## src/rtl/mem_bus_pkg.sv

```systemverilog
// Shared definitions for the memory read-channel arbiter: FSM encoding,
// grant IDs and default bus widths.
package mem_bus_pkg;

  localparam int ADDR_W_DEF = 32;
  localparam int DATA_W_DEF = 32;
  localparam int LEN_W_DEF  = 8;

  typedef enum logic [2:0] {
    S_IDLE = 3'b001,
    S_REQ  = 3'b010,
    S_RSP  = 3'b100
  } state_t;

  localparam logic GNT_IC = 1'b0;
  localparam logic GNT_DC = 1'b1;

endpackage

```

## src/rtl/rr_arb2.sv

```systemverilog
// Two-input round-robin arbiter. Bit 0 is the I-cache, bit 1 the D-cache.
// The pointer holds the last granted ID; a tie goes to the other master.
module rr_arb2
  import mem_bus_pkg::*;
(
  input  logic       clk,
  input  logic       rst,
  input  logic [1:0] i_req,
  input  logic       i_upd,
  input  logic       i_upd_id,
  output logic [1:0] o_gnt
);

  logic r_last_id;

  always_ff @(posedge clk) begin
    if (!rst) begin
      r_last_id <= GNT_IC;
    end else if (i_upd) begin
      r_last_id <= i_upd_id;
    end
  end

  always_comb begin
    o_gnt = 2'b00;
    case (i_req)
      2'b01:   o_gnt = 2'b01;
      2'b10:   o_gnt = 2'b10;
      2'b11:   o_gnt = (r_last_id == GNT_IC) ? 2'b10 : 2'b01;
      default: o_gnt = 2'b00;
    endcase
  end

endmodule

```

## src/rtl/mem_rd_arbiter.sv

```systemverilog
// Serialises I-cache / D-cache read transactions onto one memory read port.
// state  | meaning
// S_IDLE | arbitrate; winner's request latched on handshake
// S_REQ  | latched request presented to memory until accepted
// S_RSP  | beats passed through to the granted master until last
module mem_rd_arbiter
  import mem_bus_pkg::*;
#(
  parameter int ADDR_W = ADDR_W_DEF,
  parameter int DATA_W = DATA_W_DEF,
  parameter int LEN_W  = LEN_W_DEF
) (
  input  logic              clk,
  input  logic              rst,
  input  logic              from_ic_rd_req_valid,
  input  logic [ADDR_W-1:0] from_ic_rd_req_addr,
  input  logic [LEN_W-1:0]  from_ic_rd_req_len,
  output logic              to_ic_rd_req_ready,
  output logic              to_ic_rd_rsp_valid,
  output logic [DATA_W-1:0] to_ic_rd_rsp_data,
  output logic              to_ic_rd_rsp_last,
  input  logic              from_ic_rd_rsp_ready,
  input  logic              from_dc_rd_req_valid,
  input  logic [ADDR_W-1:0] from_dc_rd_req_addr,
  input  logic [LEN_W-1:0]  from_dc_rd_req_len,
  output logic              to_dc_rd_req_ready,
  output logic              to_dc_rd_rsp_valid,
  output logic [DATA_W-1:0] to_dc_rd_rsp_data,
  output logic              to_dc_rd_rsp_last,
  input  logic              from_dc_rd_rsp_ready,
  output logic              to_mem_rd_req_valid,
  output logic [ADDR_W-1:0] to_mem_rd_req_addr,
  output logic [LEN_W-1:0]  to_mem_rd_req_len,
  input  logic              from_mem_rd_req_ready,
  input  logic              from_mem_rd_rsp_valid,
  input  logic [DATA_W-1:0] from_mem_rd_rsp_data,
  input  logic              from_mem_rd_rsp_last,
  output logic              to_mem_rd_rsp_ready,
  output logic              len_err
);

  state_t            r_state, w_state_nxt;
  logic [ADDR_W-1:0] r_addr;
  logic [LEN_W-1:0]  r_len;
  logic              r_gnt_id;
  logic [LEN_W:0]    r_beat_cnt;
  logic              r_len_err;

  logic [1:0] w_gnt;
  logic       w_req_hs;
  logic       w_mem_req_hs;
  logic       w_rsp_hs;
  logic       w_done;
  logic       w_sel_rdy;
  logic       w_cnt_eq_len;

  rr_arb2 u_rr_arb2 (
    .clk      (clk),
    .rst      (rst),
    .i_req    ({from_dc_rd_req_valid, from_ic_rd_req_valid}),
    .i_upd    (w_done),
    .i_upd_id (r_gnt_id),
    .o_gnt    (w_gnt)
  );

  assign w_cnt_eq_len       = (r_beat_cnt == {1'b0, r_len});
  assign to_mem_rd_req_addr = r_addr;
  assign to_mem_rd_req_len  = r_len;
  assign len_err            = r_len_err;

  always_comb begin
    w_state_nxt         = r_state;
    w_req_hs            = 1'b0;
    w_mem_req_hs        = 1'b0;
    w_rsp_hs            = 1'b0;
    w_done              = 1'b0;
    w_sel_rdy           = 1'b0;
    to_ic_rd_req_ready  = 1'b0;
    to_dc_rd_req_ready  = 1'b0;
    to_ic_rd_rsp_valid  = 1'b0;
    to_ic_rd_rsp_data   = '0;
    to_ic_rd_rsp_last   = 1'b0;
    to_dc_rd_rsp_valid  = 1'b0;
    to_dc_rd_rsp_data   = '0;
    to_dc_rd_rsp_last   = 1'b0;
    to_mem_rd_req_valid = 1'b0;
    to_mem_rd_rsp_ready = 1'b0;
    case (r_state)
      S_IDLE: begin
        // no handshake while reset is asserted: it would be discarded anyway
        if (rst && (w_gnt != 2'b00)) begin
          to_ic_rd_req_ready = w_gnt[0];
          to_dc_rd_req_ready = w_gnt[1];
          w_req_hs           = 1'b1;
          w_state_nxt        = S_REQ;
        end
      end
      S_REQ: begin
        to_mem_rd_req_valid = 1'b1;
        if (from_mem_rd_req_ready) begin
          w_mem_req_hs = 1'b1;
          w_state_nxt  = S_RSP;
        end
      end
      S_RSP: begin
        w_sel_rdy           = (r_gnt_id == GNT_DC) ? from_dc_rd_rsp_ready : from_ic_rd_rsp_ready;
        to_mem_rd_rsp_ready = w_sel_rdy;
        if (r_gnt_id == GNT_DC) begin
          to_dc_rd_rsp_valid = from_mem_rd_rsp_valid;
          to_dc_rd_rsp_data  = from_mem_rd_rsp_data;
          to_dc_rd_rsp_last  = from_mem_rd_rsp_last;
        end else begin
          to_ic_rd_rsp_valid = from_mem_rd_rsp_valid;
          to_ic_rd_rsp_data  = from_mem_rd_rsp_data;
          to_ic_rd_rsp_last  = from_mem_rd_rsp_last;
        end
        w_rsp_hs = from_mem_rd_rsp_valid & w_sel_rdy;
        if (w_rsp_hs && from_mem_rd_rsp_last) begin
          w_done      = 1'b1;
          w_state_nxt = S_IDLE;
        end
      end
      default: w_state_nxt = S_IDLE;
    endcase
  end

  always_ff @(posedge clk) begin
    if (!rst) begin
      r_state    <= S_IDLE;
      r_addr     <= '0;
      r_len      <= '0;
      r_gnt_id   <= GNT_IC;
      r_beat_cnt <= '0;
      r_len_err  <= 1'b0;
    end else begin
      r_state <= w_state_nxt;
      if (w_req_hs) begin
        r_addr   <= w_gnt[1] ? from_dc_rd_req_addr : from_ic_rd_req_addr;
        r_len    <= w_gnt[1] ? from_dc_rd_req_len : from_ic_rd_req_len;
        r_gnt_id <= w_gnt[1];
      end
      if (w_mem_req_hs) begin
        r_beat_cnt <= '0;
      end else if (w_rsp_hs && (r_beat_cnt != '1)) begin
        r_beat_cnt <= r_beat_cnt + {{LEN_W{1'b0}}, 1'b1};
      end
      // count reached len must coincide exactly with the last beat
      if (w_rsp_hs && (from_mem_rd_rsp_last != w_cnt_eq_len)) begin
        r_len_err <= 1'b1;
      end
    end
  end

endmodule

```

## config.mk

```make
export PLATFORM = sky130hd
export DESIGN_NAME = mem_rd_arbiter
export DESIGN_NICKNAME = d
export VERILOG_FILES = /design/src/rtl/mem_bus_pkg.sv /design/src/rtl/rr_arb2.sv /design/src/rtl/mem_rd_arbiter.sv
export SDC_FILE = /design/constraint.sdc
export NUM_CORES = 1
export LEC_CHECK = 0
export CORE_MARGIN = 10
export CORE_UTILIZATION = 35
export CTS_BUF_LIST = sky130_fd_sc_hd__clkbuf_4 sky130_fd_sc_hd__clkbuf_8 sky130_fd_sc_hd__clkbuf_16
export DETAILED_ROUTE_END_ITERATION = 8
export PLACE_DENSITY = 0.8
export SETUP_SLACK_MARGIN = 0.05
export SYNTH_ARGS = -nofsm -noshare
export SYNTH_HDL_FRONTEND = slang
export SYNTH_SLANG_ARGS = --single-unit
```

## constraint.sdc

```tcl
create_clock -name clk -period 2.35 [get_ports clk]
set_input_delay 0.5875 -clock clk [delete_from_list [all_inputs] [get_ports clk]]
set_output_delay 0.5875 -clock clk [all_outputs]
set_load 0.02 [all_outputs]
```

## Word-level counts from Yosys, hierarchy flattened

Cells that the tools add are included.

| word-level totals | value |
|---|---|
| output and inout port bits | 113 |
| bits in registers | 55 |
| logic and storage cells | 63 |
| input port bits | 121 |

| operators by class | value |
|---|---|
| bitwise operators | 2 |
| reductions and logical operators | 7 |
| mux-type cells | 34 |
| equality and inequality tests | 12 |
| add/subtract/negate cells | 1 |

Operators with widths:

| cell | number |
|---|---|
| $mux W32 | 5 |
| $mux W1 | 22 |
| $add A9 B1 Y9 const B | 1 |
| $eq A9 B8 Y1 | 1 |
| $mux W3 | 3 |
| $ne A9 B9 Y1 const B | 1 |
| $pmux W3 S3 | 1 |
| $mux W8 | 1 |
| $ne A2 B2 Y1 const B | 3 |
| $pmux W2 S3 | 1 |
| $eq A2 B2 Y1 const B | 2 |
| $logic_and A1 B1 Y1 | 4 |
| $eq A3 B1 Y1 const B | 1 |
| $eq A3 B2 Y1 const B | 1 |
| $eq A3 B3 Y1 const B | 1 |
| $reduce_and A3 Y1 | 1 |
| $eq A2 B1 Y1 const B | 1 |
| $mux W2 | 1 |
| $reduce_bool A2 Y1 | 1 |
| $reduce_or A2 Y1 | 1 |
| $and A1 B1 Y1 | 1 |
| $ne A1 B1 Y1 | 1 |
| $not A1 Y1 | 1 |

## Depth between registers and ports, before layout

Gate-level depths: netlist of run 1.

| logic depth | value |
|---|---|
| word-level depth | 6 |
| depth in mapped cells | 7 |
| depth with buffers taken out | 7 |

## By module

Synthesis of run 1 repeated with hierarchy kept, for this count alone.

| second synthesis, totals | value |
|---|---|
| cell total of the unflattened synthesis | 359 |
| area, all modules | 3224.3 um^2 |

Modules (own cells, without submodules):

| module | instances | area an instance (um^2) | cells an instance | seq. area each (um^2) |
|---|---|---|---|---|
| mem_rd_arbiter | 1 | 3169.3 | 353 | 1081.0 |
| rr_arb2 | 1 | 55.1 | 6 | 20.0 |

## Least setup slack after synthesis of run 1

OpenSTA, ideal clock, no wires.

| path | value |
|---|---|
| path type | input port to output port |
| start | in from_dc_rd_req_valid |
| end | out to_ic_rd_req_ready |
| arrival time | 1681 ps |
| required time | 1762 ps |
| path buffers | 2 |
| setup slack | 81 ps |
| stages on the path | 5 |
| path through | nor2_1 nor4b_1 buf_2 buf_2 nor2b_1 |

| between the ends | value |
|---|---|
| cells in the longest elaborated chain, start to end | 6 |
| elaborated cells on any way between the ends | 8 |

Ends and longest elaborated chain:

| element | RTL line | source |
|---|---|---|
| start: declaration | mem_rd_arbiter.sv:23 | `input logic from_dc_rd_req_valid,` |
| $eq A2 B2 Y1 / $eq A2 B1 Y1 (equally long branches) | rr_arb2.sv:26 | `case (i_req)` |
| $pmux W2 S3 * | rr_arb2.sv:26 |  |
| $reduce_bool A2 Y1 | mem_rd_arbiter.sv:91 | `if (rst && (w_gnt != 2'b00)) begin` |
| $logic_and A1 B1 Y1 | mem_rd_arbiter.sv:91 |  |
| $mux W1 * | mem_rd_arbiter.sv:91 |  |
| $mux W1 * | mem_rd_arbiter.sv:88 | `case (r_state)` |
| end: declaration | mem_rd_arbiter.sv:18 | `output logic to_ic_rd_req_ready,` |

Mark *: on every way between the ends. The rest lies on a longest branch, timed or not.

## Final worst setup path of run 1

| path | value |
|---|---|
| start | reg r_state[1] |
| end | out to_dc_rd_rsp_data[27] |

| between the ends | value |
|---|---|
| cells in the longest elaborated chain, start to end | 2 |

Ends and longest elaborated chain:

| element | RTL line | source |
|---|---|---|
| start: declaration | mem_rd_arbiter.sv:42 | `state_t r_state, w_state_nxt;` |
| start signal: assignment | mem_rd_arbiter.sv:136 | `r_state <= w_state_nxt;` |
| $eq A3 B3 Y1 | mem_rd_arbiter.sv:88 |  |
| $mux W32 | mem_rd_arbiter.sv:88 |  |
| end: declaration | mem_rd_arbiter.sv:28 | `output logic [DATA_W-1:0] to_dc_rd_rsp_data,` |

No other way between the ends.

==> results of run 1 <==
sequential cells by signal, indices dropped and copies added (netlist names):
register / flops
len_err: 1
r_beat_cnt: 9
r_state: 3
u_rr_arb2.r_last_id: 1
to_mem_rd_req_addr: 32
r_gnt_id: 1
to_mem_rd_req_len: 8
cells by family (layout without fill, tap and decap cells):
group | after synthesis | count (layout) | share of synthesized area (%)
muxes | 44 | 44 | 13.7
adders and majority gates | 2 | 2 | 0.770
and+or+nand+nor | 162 | 162 | 28.2
xor gates and xnor gates | 11 | 11 | 2.97
DFF | 55 | 55 | 33.9
buffers and inverters | 30 | 273 | 4.24
AOI/OAI and AO/OA | 58 | 58 | 16.2
routing by layer:
| metal | up-vias | wire [um] | GRT usage (%) |
|---|---|---|---|
| li1 | 1748 | - | - |
| met1 | 1705 | 4940 | 18.6 |
| met2 | 167 | 6810 | 33.2 |
| met3 | 10 | 1410 | 6.88 |
| met4 | 0 | 211 | 4.25 |
| met5 | - | 0 | 0 |
layout by cell type (no fill, tap or decap), types with 4 or more instances in the layout:
master | netlist | routed
nand2b_1 | 5 | 5
clkdlybuf4s50_1 | 0 | 158
clkbuf_8 | 0 | 7
mux2i_1 | 43 | 43
nand2_1 | 49 | 49
dfxtp_1 | 55 | 53
buf_4 | 0 | 42
buf_6 | 0 | 51
xnor2_1 | 11 | 11
nand3_1 | 7 | 7
a21oi_1 | 4 | 4
o211a_1 | 40 | 40
and2_4 | 0 | 33
nor2_1 | 10 | 8
and2_1 | 69 | 36
per-stage QoR:
| step | hold WS [ns] | setup TNS (ns) | cells | worst slack, ns |
|---|---|---|---|---|
| 2_1_floorplan | 0.449 | 0 | 362 | 0.0813 |
| 3_3_place_gp | 0.466 | -12.83 | 703 | -0.536 |
| 3_5_place_dp | 0.478 | -17.30 | 703 | -0.577 |
| 4_1_cts | 0.490 | -0.0174 | 714 | -0.0124 |
| 5_1_grt | 0.512 | -0.254 | 716 | -0.0231 |
| 6_report | 0.484 | 0 | 716 | 0.0414 |
cells in the mapped netlist, drive strengths merged (2+ instances only):
master and n:
a21o 3, a21oi 4, and2 69, and4 2, and4bb 2, buf 13, clkbuf 14, dfxtp 55
ha 2, inv 3, mux2i 43, nand2 49, nand2b 5, nand3 7, nand4 3, nor2 10
nor2b 3, nor4b 3, o211a 40, o21ai 3, xnor2 11
worst max path at each step:
stage	slack, ns	cells after the start	endpoint
final	0.04	5	to_dc_rd_rsp_data[27]
after detailed placement	-0.58	5	to_dc_rd_req_ready
after global placement	-0.54	5	to_dc_rd_req_ready
after CTS	-0.01	6	to_ic_rd_rsp_last
after floorplan	0.08	5	to_ic_rd_req_ready
after global routing	-0.02	6	to_ic_rd_rsp_data[30]
where the power goes:
| part | switching (W) | leakage, nW | total (W) | internal, W |
|---|---|---|---|---|
| clock | 0.000287 | 0.0549 | 0.000568 | 0.000281 |
| sequential | 0.000140 | 0.451 | 0.00130 | 0.00116 |
| combinational | 0.000978 | 2.49 | 0.00206 | 0.00109 |
tightest hold or removal path, delay by kind of cell, from the launching register on:
| family | cells | cell delay [ns] |
|---|---|---|
| and+or+nand+nor | 1 | 0.06 |
| AOI/OAI and AO/OA | 1 | 0.05 |
| DFF | 1 | 0.34 |
final cells by class:
cell class                      instances  area share (%)
Timing Repair Buffer                  262            43.0
Multi-Input combinational cell        277            34.8
Sequential cell                        55            18.0
Tap cell                              111            2.27
Clock buffer                            8            1.70
Inverter                                3           0.184
what timing repair did:
| item | CTS | global route |
|---|---|---|
| setup buffers | 2 | 0 |
| pin swaps | 3 | 7 |
| resized for setup | 320 | 127 |
| cloned | 1 | 2 |
| setup endpoints to repair | 86 | 70 |
==> qor.txt, run 1 <==
Multi-input gate area -> 0.00213 mm^2
Worst skew pair latency -> 0.29 ns
PortBufs -> 233
Hold Path Stages -> 2
Synthesized area -> 0.00325 mm^2
MaxCap Viol Count -> 0
Filler Cell Count -> 749
Initial antenna violation count -> 0
R2r endpoint -> to_mem_rd_req_addr[12]
Vias per inst -> 5.07
Synth top area share -> 33.9%
CTS Buf Count -> 5
Final Hold Vio Count -> 0
Avg WL per Cell -> 18.7 um
Least-Margin Pin Slew -> 0.658 ns
Root buf cell -> clkbuf_8
Register bit total from synthesis -> 55
Delay-heaviest family, CP -> simple AND/OR/NAND/NOR gates
Post-synth EDFFs -> 0
H-tree level count -> 2
Shortest period the worst path allows -> 2.31 ns
Tot GR Track Use -> 17.9%
Cell with the largest stage delay on the worst path -> or3_4
First-pass GRT wire length -> 19600 um
Crit-path cells -> or3_4 -> nor2_4 -> clkbuf_16 -> and2_1 -> buf_6
Pre-antenna DRT Iters -> 4
P_leak -> 3.00 nW
Dpl cell area -> 0.00581 mm^2
Register area share after synthesis -> 33.9%
Slew headroom -> 56.1%
Vias -> 3630
Die ar. -> 0.0135 mm^2
Starting density of the core -> 35.5%
Drt first-iter violations -> 152
Chip width -> 116 um
Final worst path period share -> 98.2%
Post-DP HPWL -> 10600 um
Synth cell types -> 42
Final Skew -> 0.00409 ns
Worst Path Buf+Inv -> 2
Max FO, Critical Path -> 17
Worst r2r path cells -> 7
Final nets -> 727
WS Path Type -> flip-flop to output port
Critical R2R Launch -> r_state[1]
Power Density -> 643 mW/mm^2
Slew Limit Fails -> 0
Final setup fails -> 0
Io pins -> 234
Fmax -> 433 MHz
Largest net degree at the start of global routing -> 81
CP startpoint -> r_state[1]
CTS tree -> yes
Most used DFF post-synth -> dfxtp_1
Mean area per synthesized cell -> 8.97 um^2
Final core utilization -> 66.9%
Cts hold-fix bufs -> 0
Max stage delay on crit path -> 0.43 ns
Worst VDD drop -> 0.000430 V
Core Footprint -> 0.00915 mm^2
Syn nets -> 485
Hold_sp -> r_beat_cnt[8]
R2R setup slack -> 0.40 ns
Clock-pin slew on the worst setup and hold paths -> 0.09 ns
Area growth syn-to-layout -> 88.4%
Vias in the first global route -> 3772
Area leader, netlist -> dfxtp_1
Die height -> 116 um
Inserted Diodes -> 0
Run status -> finished clean
Core Rows -> 35
Synthesized instance count -> 362
Hold crit path type -> flip-flop to flip-flop
Crit start category -> flip-flop
Share of cells above drive strength 1 -> 25.3%
Crit path DAT -> 1.72 ns
Post-route cell area -> 0.00612 mm^2
Clock sink count -> 55
Residual DRC -> 0
Ys Warns -> 0
Power, Total -> 0.00393 W
Synth async-reset ratio -> 0%
Synth top area cells -> dfxtp_1 34%, and2_1 13%, mux2i_1 13%
CP endpoint kind -> output port
FF/Latch Area -> 0.00110 mm^2
Critical Path RT -> 1.76 ns
Grt total ovfl -> 0
Max clock buf depth -> 2
Hold EP -> r_beat_cnt[8]
Routed Antenna Nets -> 0
Routed WL -> 13400 um
RSZ-0062 raised after global routing -> true
Gpl congestion -> 0.876
Power figures use the tool's default switching activity.
==> inputs of run 2 (changes only) <==
--- a/config.mk
+++ b/config.mk
@@ -6,10 +6,11 @@
 export NUM_CORES = 1
 export LEC_CHECK = 0
 export CORE_MARGIN = 10
-export CORE_UTILIZATION = 35
+export CORE_UTILIZATION = 40
 export CTS_BUF_LIST = sky130_fd_sc_hd__clkbuf_4 sky130_fd_sc_hd__clkbuf_8 sky130_fd_sc_hd__clkbuf_16
 export DETAILED_ROUTE_END_ITERATION = 8
-export PLACE_DENSITY = 0.8
+export DONT_BUFFER_PORTS = 1
+export PLACE_DENSITY = 0.53
 export SETUP_SLACK_MARGIN = 0.05
 export SYNTH_ARGS = -nofsm -noshare
 export SYNTH_HDL_FRONTEND = slang
==> constraint.sdc (replaced) <==
create_clock -name clk -period 2.35 [get_ports clk]
set_input_delay 0.5875 -clock clk [delete_from_list [all_inputs] [get_ports clk]]
set_output_delay 0.5875 -clock clk [all_outputs]
set_load 0.1 [all_outputs]
==> qor.txt, run 2 (synthesis results as in run 1) <==
Worst VDD drop -> 0.000644 V (+50%)
Grt total ovfl -> 0 (unchanged)
Final setup fails -> 38 (+38)
Final Hold Vio Count -> 0 (unchanged)
RSZ-0062 raised after global routing -> true
CP endpoint kind -> output port
Pre-CTS setup slack -> 0.239 ns (+0.816 ns)
Logic gate share of total power -> 64.9% (+12 points)
H-tree level count -> 2 (unchanged)
Commonest non-fill, non-tap cell in the layout -> buf_12
Vias in the first global route -> 3134 (-17%)
Setup TNS -> -0.503 ns (-0.503 ns)
Critical Path RT -> 1.76 ns (about the same)
Final nets -> 593 (-18%)
Max FO, Critical Path -> 8 (-9)
Critical R2R Launch -> r_beat_cnt[0]
Run status -> finished with violations
Final Hold Slack -> 0.411 ns (-0.0734 ns)
Cell Int Power -> 0.00243 W (-3.8%)
Routed Antenna Nets -> 0 (unchanged)
Vias -> 3097 (-15%)
Register share of total power -> 23.1% (-9.9 points)
Clock sink count -> 55 (unchanged)
Slew Limit Fails -> 0 (unchanged)
First-pass GRT wire length -> 18600 um (-5.4%)
Gpl congestion -> 0.845 (-3.5%)
Max clock buf depth -> 2 (unchanged)
Power Density -> 979 mW/mm^2 (+52%)
Drt first-iter violations -> 186 (+22%)
Tot GR Track Use -> 19.4% (+1.4 points)
Largest net degree at the start of global routing -> 55 (-32%)
Post-DP HPWL -> 10200 um (-3.3%)
Hold crit path type -> primary input to flip-flop
Area growth syn-to-layout -> 69.9%
Filler Cell Count -> 585 (-22%)
FF/Latch Area -> 0.00110 mm^2 (unchanged)
CP startpoint -> r_state[1]
Crit start category -> flip-flop
Failing checks -> negative setup slack
Worst skew pair latency -> 0.31 ns (+0.02 ns)
Core Footprint -> 0.00781 mm^2 (-15%)
Final worst path period share -> 101% (+2.8 points)
Vias per inst -> 5.40 (+6.6%)
Starting density of the core -> 41.6% (+6.1 points)
Least-Margin Pin Slew -> 1.02 ns (+0.365 ns)
Crit path DAT -> 1.79 ns (+0.07 ns)
Clock-pin slew on the worst setup and hold paths -> 0.10 ns (about the same)
Slew headroom -> 31.7% (-24 points)
Share of cells above drive strength 1 -> 47.1% (+22 points)
Die height -> 110 um (-5.4%)
Multi-input gate area -> 0.00221 mm^2 (+3.7%)
Inserted Diodes -> 0 (unchanged)
Chip width -> 110 um (-5.4%)
CTS tree -> yes
WS Path Type -> flip-flop to output port
Initial antenna violation count -> 0 (unchanged)
Met1 WL -> 4790 um (-2.9%)
Largest register FFs -> 32 (unchanged)
Switch Pwr -> 0.00297 W (+110%)
Pre-antenna DRT Iters -> 4 (unchanged)
Die ar. -> 0.0121 mm^2 (-10%)
Routed wl met2 -> 6560 um (-3.6%)
Most frequent cells in the layout -> 74 x buf_12, 53 x dfxtp_1, 49 x nand2_1, 49 x buf_4, 42 x mux2i_1
PortBufs -> 0 (-100%)
Final Skew -> 0.0133 ns (+0.00920 ns)
Sw frac -> 55.0% (+19 points)
MaxCap Viol Count -> 0 (unchanged)
Io pins -> 234 (unchanged)
Power, Total -> 0.00540 W (+37%)
Routed WL -> 12900 um (-3.4%)
Post-route setup slack -> -0.0236 ns (-0.0650 ns)
Cts hold-fix bufs -> 0 (unchanged)
Residual DRC -> 0 (unchanged)
Avg WL per Cell -> 22.5 um (+21%)
Shortest period the worst path allows -> 2.37 ns (+0.0650 ns)
DR WL met3 -> 1420 um (+0.64%)
Root buf cell -> clkbuf_8
Core Rows -> 32 (-8.6%)
Fmax -> 421 MHz (-2.7%)
Clock share of power -> 11.9% (-2.5 points)
P_leak -> 2.74 nW (-8.7%)
Hold_sp -> from_mem_rd_req_ready
CTS Buf Count -> 5 (unchanged)
Highest metal used -> met4
==> run 2: final timing paths <==
kind,endpoint,slack (ns),depth (start not counted)
max reg2reg,r_beat_cnt[6],0.38,7
min reg2reg,r_beat_cnt[8],0.50,2
max,to_dc_rd_rsp_data[0],-0.02,6
min,r_state[2],0.41,2
==> run 2: metrics by stage <==
step	instances	instance area, um^2	utilization, %
finish	573	5520	70.7
global route	573	5520	70.7
CTS	571	5450	69.9
detailed placement	556	5190	66.5
global placement	556	5190	66.5
floorplan	362	3350	-
==> run 2: cell type report <==
class / count / area share, %
multi-input combinational: 277 / 40.0
timing repair buffer: 128 / 35.4
sequential: 55 / 20.0
tap: 102 / 2.31
clock buffer: 6 / 1.38
clock inverter: 2 / 0.703
inverter: 3 / 0.204
==> run 2: repair_timing <==
| action | CTS | global route |
|---|---|---|
| setup buffers | 5 | 1 |
| endpoints found under the setup margin | 68 | 71 |
| gates resized for setup | 29 | 18 |
| cloned | 2 | 1 |
| endpoints found under the hold margin | 0 | 0 |
| pin swaps | 2 | 17 |
==> run 2: per-layer routing <==
metal  up-vias  global-route usage, %
li1       1473                      -
met1      1453                   21.0
met2       159                   35.6
met3        12                   7.02
met4         0                   3.67
met5         -                      0
==> run 2: worst max-delay path: stages, from the launching register on <==
cell       delay, ns
dfxtp_2         0.34
or3_4           0.41
nor2_4          0.13
buf_6           0.13
clkbuf_16       0.15
and2_4          0.15
buf_12          0.17
==> run 2: power groups by stage <==
stage / Clock, W / Sequential (W) / Combinational (W)
3_3_place_gp: 0 / 0.00126 / 0.00339
6_report: 0.000645 / 0.00125 / 0.00351
2_1_floorplan: 0 / 0.00272 / 0.00116
5_1_grt: 0.000696 / 0.00127 / 0.00363
4_1_cts: 0.000666 / 0.00125 / 0.00349
3_5_place_dp: 0 / 0.00127 / 0.00342
